File: config.mk
export PLATFORM = sky130hd
export DESIGN_NAME = can_tx_stuff_sequencer
export DESIGN_NICKNAME = d
export VERILOG_FILES = /design/src/rtl/can_tx_stuff_sequencer.sv
export SDC_FILE = /design/constraint.sdc
export NUM_CORES = 1
export LEC_CHECK = 0
export CAP_MARGIN = 25
export CORE_UTILIZATION = 48
export DETAILED_ROUTE_END_ITERATION = 10
export PLACE_DENSITY = 0.77
export SLEW_MARGIN = 10
export SYNTH_ARGS = -nofsm -noshare
export SYNTH_HDL_FRONTEND = slang
export SYNTH_SLANG_ARGS = --single-unit
export TNS_END_PERCENT = 50
File: constraint.sdc
create_clock -name clk -period 2 [get_ports clk]
set_clock_uncertainty 0.1 [all_clocks]
set_input_delay 0.4 -clock clk [delete_from_list [all_inputs] [get_ports clk]]
set_output_delay 0.4 -clock clk [all_outputs]
set_load 0.05 [all_outputs]
File: src/rtl/can_tx_stuff_sequencer.sv
// CAN transmit bit-stuffing sequencer: serialises one frame MSB first, inserts
// complement stuff bits after runs of identical bits, then appends the recessive tail.
module can_tx_stuff_sequencer #(
   parameter int unsigned DATA_W    = 64,
   parameter int unsigned LEN_W     = 7,
   parameter int unsigned STUFF_RUN = 5,
   parameter int unsigned TAIL_BITS = 10
) (
   input  logic              clk,
   input  logic              rst_n,
   input  logic              bit_en,
   input  logic              frame_valid,
   output logic              frame_ready,
   input  logic [DATA_W-1:0] frame_data,
   input  logic [LEN_W-1:0]  frame_len,
   input  logic              abort,
   output logic              tx_bit,
   output logic              tx_active,
   output logic              stuff_flag,
   output logic [5:0]        stuff_count,
   output logic              done
);

   localparam int unsigned RUN_W  = $clog2(STUFF_RUN + 1);
   localparam int unsigned TAIL_W = $clog2(TAIL_BITS + 1);
   localparam int unsigned CNT_W  = 6;

   typedef enum logic [1:0] {IDLE, DATA, STUFF, TAIL} state_t;

   state_t             state, state_nxt;
   logic [DATA_W-1:0]  shreg, shreg_nxt;
   logic [LEN_W-1:0]   bits_left, bits_left_nxt;
   logic [RUN_W-1:0]   run, run_nxt;
   logic [TAIL_W-1:0]  tail_cnt, tail_cnt_nxt;
   logic [CNT_W-1:0]   stuff_count_nxt;
   logic               tx_bit_nxt, tx_active_nxt, stuff_flag_nxt, done_nxt, frame_ready_nxt;
   logic               data_bit;

   // State and output registers
   always_ff @(posedge clk or negedge rst_n) begin
      if (!rst_n) begin
         state       <= IDLE;
         shreg       <= '0;
         bits_left   <= '0;
         run         <= '0;
         tail_cnt    <= '0;
         stuff_count <= '0;
         tx_bit      <= 1'b1;
         tx_active   <= 1'b0;
         stuff_flag  <= 1'b0;
         done        <= 1'b0;
         frame_ready <= 1'b1;
      end else begin
         state       <= state_nxt;
         shreg       <= shreg_nxt;
         bits_left   <= bits_left_nxt;
         run         <= run_nxt;
         tail_cnt    <= tail_cnt_nxt;
         stuff_count <= stuff_count_nxt;
         tx_bit      <= tx_bit_nxt;
         tx_active   <= tx_active_nxt;
         stuff_flag  <= stuff_flag_nxt;
         done        <= done_nxt;
         frame_ready <= frame_ready_nxt;
      end
   end

   assign data_bit = shreg[DATA_W-1];

   // Next-state and next-output logic
   always_comb begin
      state_nxt       = state;
      shreg_nxt       = shreg;
      bits_left_nxt   = bits_left;
      run_nxt         = run;
      tail_cnt_nxt    = tail_cnt;
      stuff_count_nxt = stuff_count;
      tx_bit_nxt      = tx_bit;
      tx_active_nxt   = tx_active;
      stuff_flag_nxt  = stuff_flag;
      done_nxt        = 1'b0;

      case (state)
         IDLE: begin
            if (frame_valid) begin
               shreg_nxt       = frame_data;
               bits_left_nxt   = (frame_len > LEN_W'(DATA_W)) ? LEN_W'(DATA_W) : frame_len;
               stuff_count_nxt = '0;
               run_nxt         = '0;
               tail_cnt_nxt    = '0;
               state_nxt       = (frame_len == '0) ? TAIL : DATA;
            end
         end
         DATA: begin
            if (bit_en) begin
               tx_bit_nxt     = data_bit;
               tx_active_nxt  = 1'b1;
               stuff_flag_nxt = 1'b0;
               shreg_nxt      = {shreg[DATA_W-2:0], 1'b0};
               bits_left_nxt  = bits_left - LEN_W'(1);
               // run == 0 marks the first data bit, which always starts a fresh run
               run_nxt = (run != '0 && data_bit == tx_bit) ? run + RUN_W'(1) : RUN_W'(1);
               if (run_nxt == RUN_W'(STUFF_RUN))
                  state_nxt = STUFF;
               else if (bits_left == LEN_W'(1))
                  state_nxt = TAIL;
            end
         end
         STUFF: begin
            if (bit_en) begin
               tx_bit_nxt      = ~tx_bit;
               stuff_flag_nxt  = 1'b1;
               stuff_count_nxt = (stuff_count == '1) ? stuff_count : stuff_count + CNT_W'(1);
               run_nxt         = RUN_W'(1);
               state_nxt       = (bits_left == '0) ? TAIL : DATA;
            end
         end
         TAIL: begin
            if (bit_en) begin
               tx_bit_nxt     = 1'b1;
               stuff_flag_nxt = 1'b0;
               if (tail_cnt == TAIL_W'(TAIL_BITS)) begin
                  tx_active_nxt = 1'b0;
                  done_nxt      = 1'b1;
                  state_nxt     = IDLE;
               end else begin
                  tx_active_nxt = 1'b1;
                  tail_cnt_nxt  = tail_cnt + TAIL_W'(1);
               end
            end
         end
         default: state_nxt = IDLE;
      endcase

      // Abort wins over any strobe on the same edge; stuff_count keeps its pre-abort value
      if (abort && state != IDLE) begin
         state_nxt       = IDLE;
         tx_bit_nxt      = 1'b1;
         tx_active_nxt   = 1'b0;
         stuff_flag_nxt  = 1'b0;
         done_nxt        = 1'b0;
         run_nxt         = '0;
         stuff_count_nxt = stuff_count;
      end

      frame_ready_nxt = (state_nxt == IDLE);
   end

endmodule

==> results.yml <==
synthesis:
  syn_nets: 566
  ys_seq_area_frac: 0.485
  ys_ff_latch: 91
  synthFlopType: "dfrtp_1"
  synth_edf_count: 0
  synthArstFlopShare: 1.00
  yosys_warnings: 0
  yosys.cell_types.count: 55
  synthTopCellsByCount: "dfrtp_1 (89), nand2_1 (80), o21ai_0 (75)"
  synth_area_per_cell_um2: 9.86
  synth_top_cell_area_share: 0.474
  synth_most_common_cell: "dfrtp_1"
  syn_inst: 477
  synth_area_leaders: "dfrtp_1 (47%), mux2i_1 (13%), o21ai_0 (8.0%), nand2_1 (6.4%), ha_1 (3.5%)"
  synth_area_leader_cell: "dfrtp_1"
  synth_area_mm2: 0.00470
setup_path:
  start_kind: "flop"
  crit_path_max_incr_delay_ns: 0.41
  setup.worst_path.start: "state[0]$_DFF_PN0_"
  cp-endpoint: "stuff_count[4]$_DFFE_PN0P_"
  slowest_stage: "dfrtp_1"
  reg2reg_depth: 8
  crit_type: "flop to flop"
  cp.arrival_ns: 2.10
  crit_fanout: 10
  reg2reg_from: "state[0]$_DFF_PN0_"
  required_ns: 2.14
  rrSetupSlack_ns: 0.04
  regToRegEndpoint: "stuff_count[4]$_DFFE_PN0P_"
  cp-end-kind: "flop"
  crit_chain: "inv_4, ha_4, or3b_4, a21oi_4, buf_6, nand4_1, nor3_2, a211oi_2"
clock_network:
  clk_pin_slew_ns: 0.09
  cts_buffers: 9
  clockRootBuffer: "clkbuf_8"
  cts_tree: "done"
  cts_buffer_depth: 2
  clk_latency_ns: 0.35
  cts_sinks: 91
  htreeDepth: 3
power_and_ir_drop:
  p_per_area_mw_per_mm2: 1420
  total_power_uw: 8730
  cellLeakagePower_uw: 0.00271
  ir_drop_uv: 855
final_layout:
  drive_gt1_frac: 0.142
  diodes: 0
  nNetsFinal: 676
  final_util: 0.657
  nFillCells: 777
  area_growth_pct: 30.9
  multiInputGateArea_mm2: 0.00225
  regArea_mm2: 0.00228
die:
  placementRows: 35
  die_area_mm2: 0.0102
  core_mm2: 0.00937
  ios: 87
  die_w_um: 101
  fp.dieH_um: 101
  start_util: 0.502
job:
  max-cap-violations: 0
min_path:
  min_path_type: "flop to flop"
  hold_start: "shreg[44]$_DFFE_PN0P_"
route:
  firstDrtPassIters: 4
  routed_wl_mm: 10.3
  drc: 0
  via_per_inst: 5.35
  num_vias: 3856
  drtAntennaViolNets: 0
  wl_per_cell_um: 14.3
  drt-initial-drc-count: 139
global_routing:
  grt_overflow_total: 0
  grt_usage: 0.215
  grt_max_degree: 47
  antenna_found_initial: 0
  grt_pass1_vias: 3831
  grt_pass1_wl_mm: 17.2
placement:
  pre_cts_slack_ns: -0.142
  numPortBuffers: 86
  dp_hpwl_mm: 7.36
  gp_congestion: 0.869
sta:
  slew_viol_final: 0
  min_period_ns: 1.96
  rsz0062_at_grt: "true"
  whs_ns: 0.384
  setup-violations-final: 0
  final_hold_viol_count: 0
  maxSlewHeadroom: 0.594
  worst_slack_ns: 0.0377
  period_share: 0.981
  tightest_slew_ns: 0.609
  fmax_mhz: 510
outcome:
  outcome: "finished clean"
-- cell type report --
class	count	area share
Clock inverter	6	0.0106
Clock buffer	10	0.0207
Inverter	18	0.0114
Multi-Input combinational cell	340	0.365
Sequential cell	91	0.370
Tap cell	129	0.0262
Timing Repair Buffer	127	0.196
-- cells in the final DEF, fill, tap and decap left out, drive strengths merged, types with 3 or more instances in the layout --
cell type       n
dfrtp          89
o21ai          82
nand2          80
clkdlybuf4s50  74
mux2i          63
buf            51
inv            19
nor2           15
ha             13
a21oi          11
nand3          10
clkbuf         10
a31oi           6
o211ai          4
nor3b           3
nor2b           3
xnor2           3
nand4           3
nor4            3
o31ai           3
nor3            3
a221oi          3
clkinv          3
-- where the power goes --
group	leakage [µW]	total [µW]	internal, µW	switching [µW]
sequential	0.00115	3120	2660	459
clock	0.0000966	1240	581	654
combinational	0.00147	4380	1930	2440
-- timing repair --
| action | in CTS | in global routing |
|---|---|---|
| buffers inserted | 0 | 2 |
| hold buffers | 1 | 0 |
| setup endpoints to repair | 0 | 61 |
| hold endpoints to repair | 30 | 0 |
| gates resized for setup | 0 | 11 |
-- state kept, by name, indices dropped and copies added (netlist names) --
signal,flops
frame_ready,1
stuff_count,6
stuff_flag,1
tx_bit,1
state,2
tail_cnt,4
shreg,64
run,3
bits_left,7
done,1
tx_active,1
-- cells by family (layout without fill, tap and decap cells) --
group / count (synthesis) / count (layout) / synth area share
buffers and inverters: 46 / 161 / 0.0503
multiplexers: 63 / 63 / 0.134
adder cells (fa/ha/maj): 13 / 13 / 0.0346
XOR/XNOR: 4 / 4 / 0.00745
AND/OR/NAND/NOR: 133 / 133 / 0.127
flip-flops: 91 / 91 / 0.485
AO/OA/AOI/OAI: 127 / 127 / 0.161
-- per-stage QoR --
| step | std cells | instance area, µm² | setup TNS (ns) |
|---|---|---|---|
| 4_1_cts | 719 | 6090 | 0 |
| 6_report | 721 | 6150 | 0 |
| 2_1_floorplan | 477 | 4720 | 0 |
| 3_3_place_gp | 702 | 5890 | -0.968 |
| 5_1_grt | 721 | 6150 | -0.0499 |
| 3_5_place_dp | 702 | 5890 | -1.76 |
-- critical path: cells and delay by family, from the launching register on --
kind / cells / cell delay (ns)
AND/OR/NAND/NOR: 3 / 0.71
buffers and inverters: 2 / 0.21
flip-flops: 1 / 0.41
adder cells (fa/ha/maj): 1 / 0.20
AO/OA/AOI/OAI: 2 / 0.21
-- worst min path at each step --
stage / endpoint / slack, ns / depth (start not counted)
final: shreg[44]$_DFFE_PN0P_ / 0.38 / 2
after CTS: shreg[27]$_DFFE_PN0P_ / 0.39 / 2
after detailed placement: tail_cnt[0]$_DFFE_PN0P_ / 0.30 / 1
after global routing: shreg[16]$_DFFE_PN0P_ / 0.42 / 2
after global placement: tail_cnt[0]$_DFFE_PN0P_ / 0.29 / 1
after floorplan: bits_left[0]$_DFFE_PN0P_ / 0.004 / 0
-- routing by layer --
layer,GRT usage,wire (µm)
met2,0.359,4970
met4,0.0713,113
met5,0,0
met1,0.270,4590
met3,0.0576,655
No activity file was read; power rests on OpenSTA's default activity.
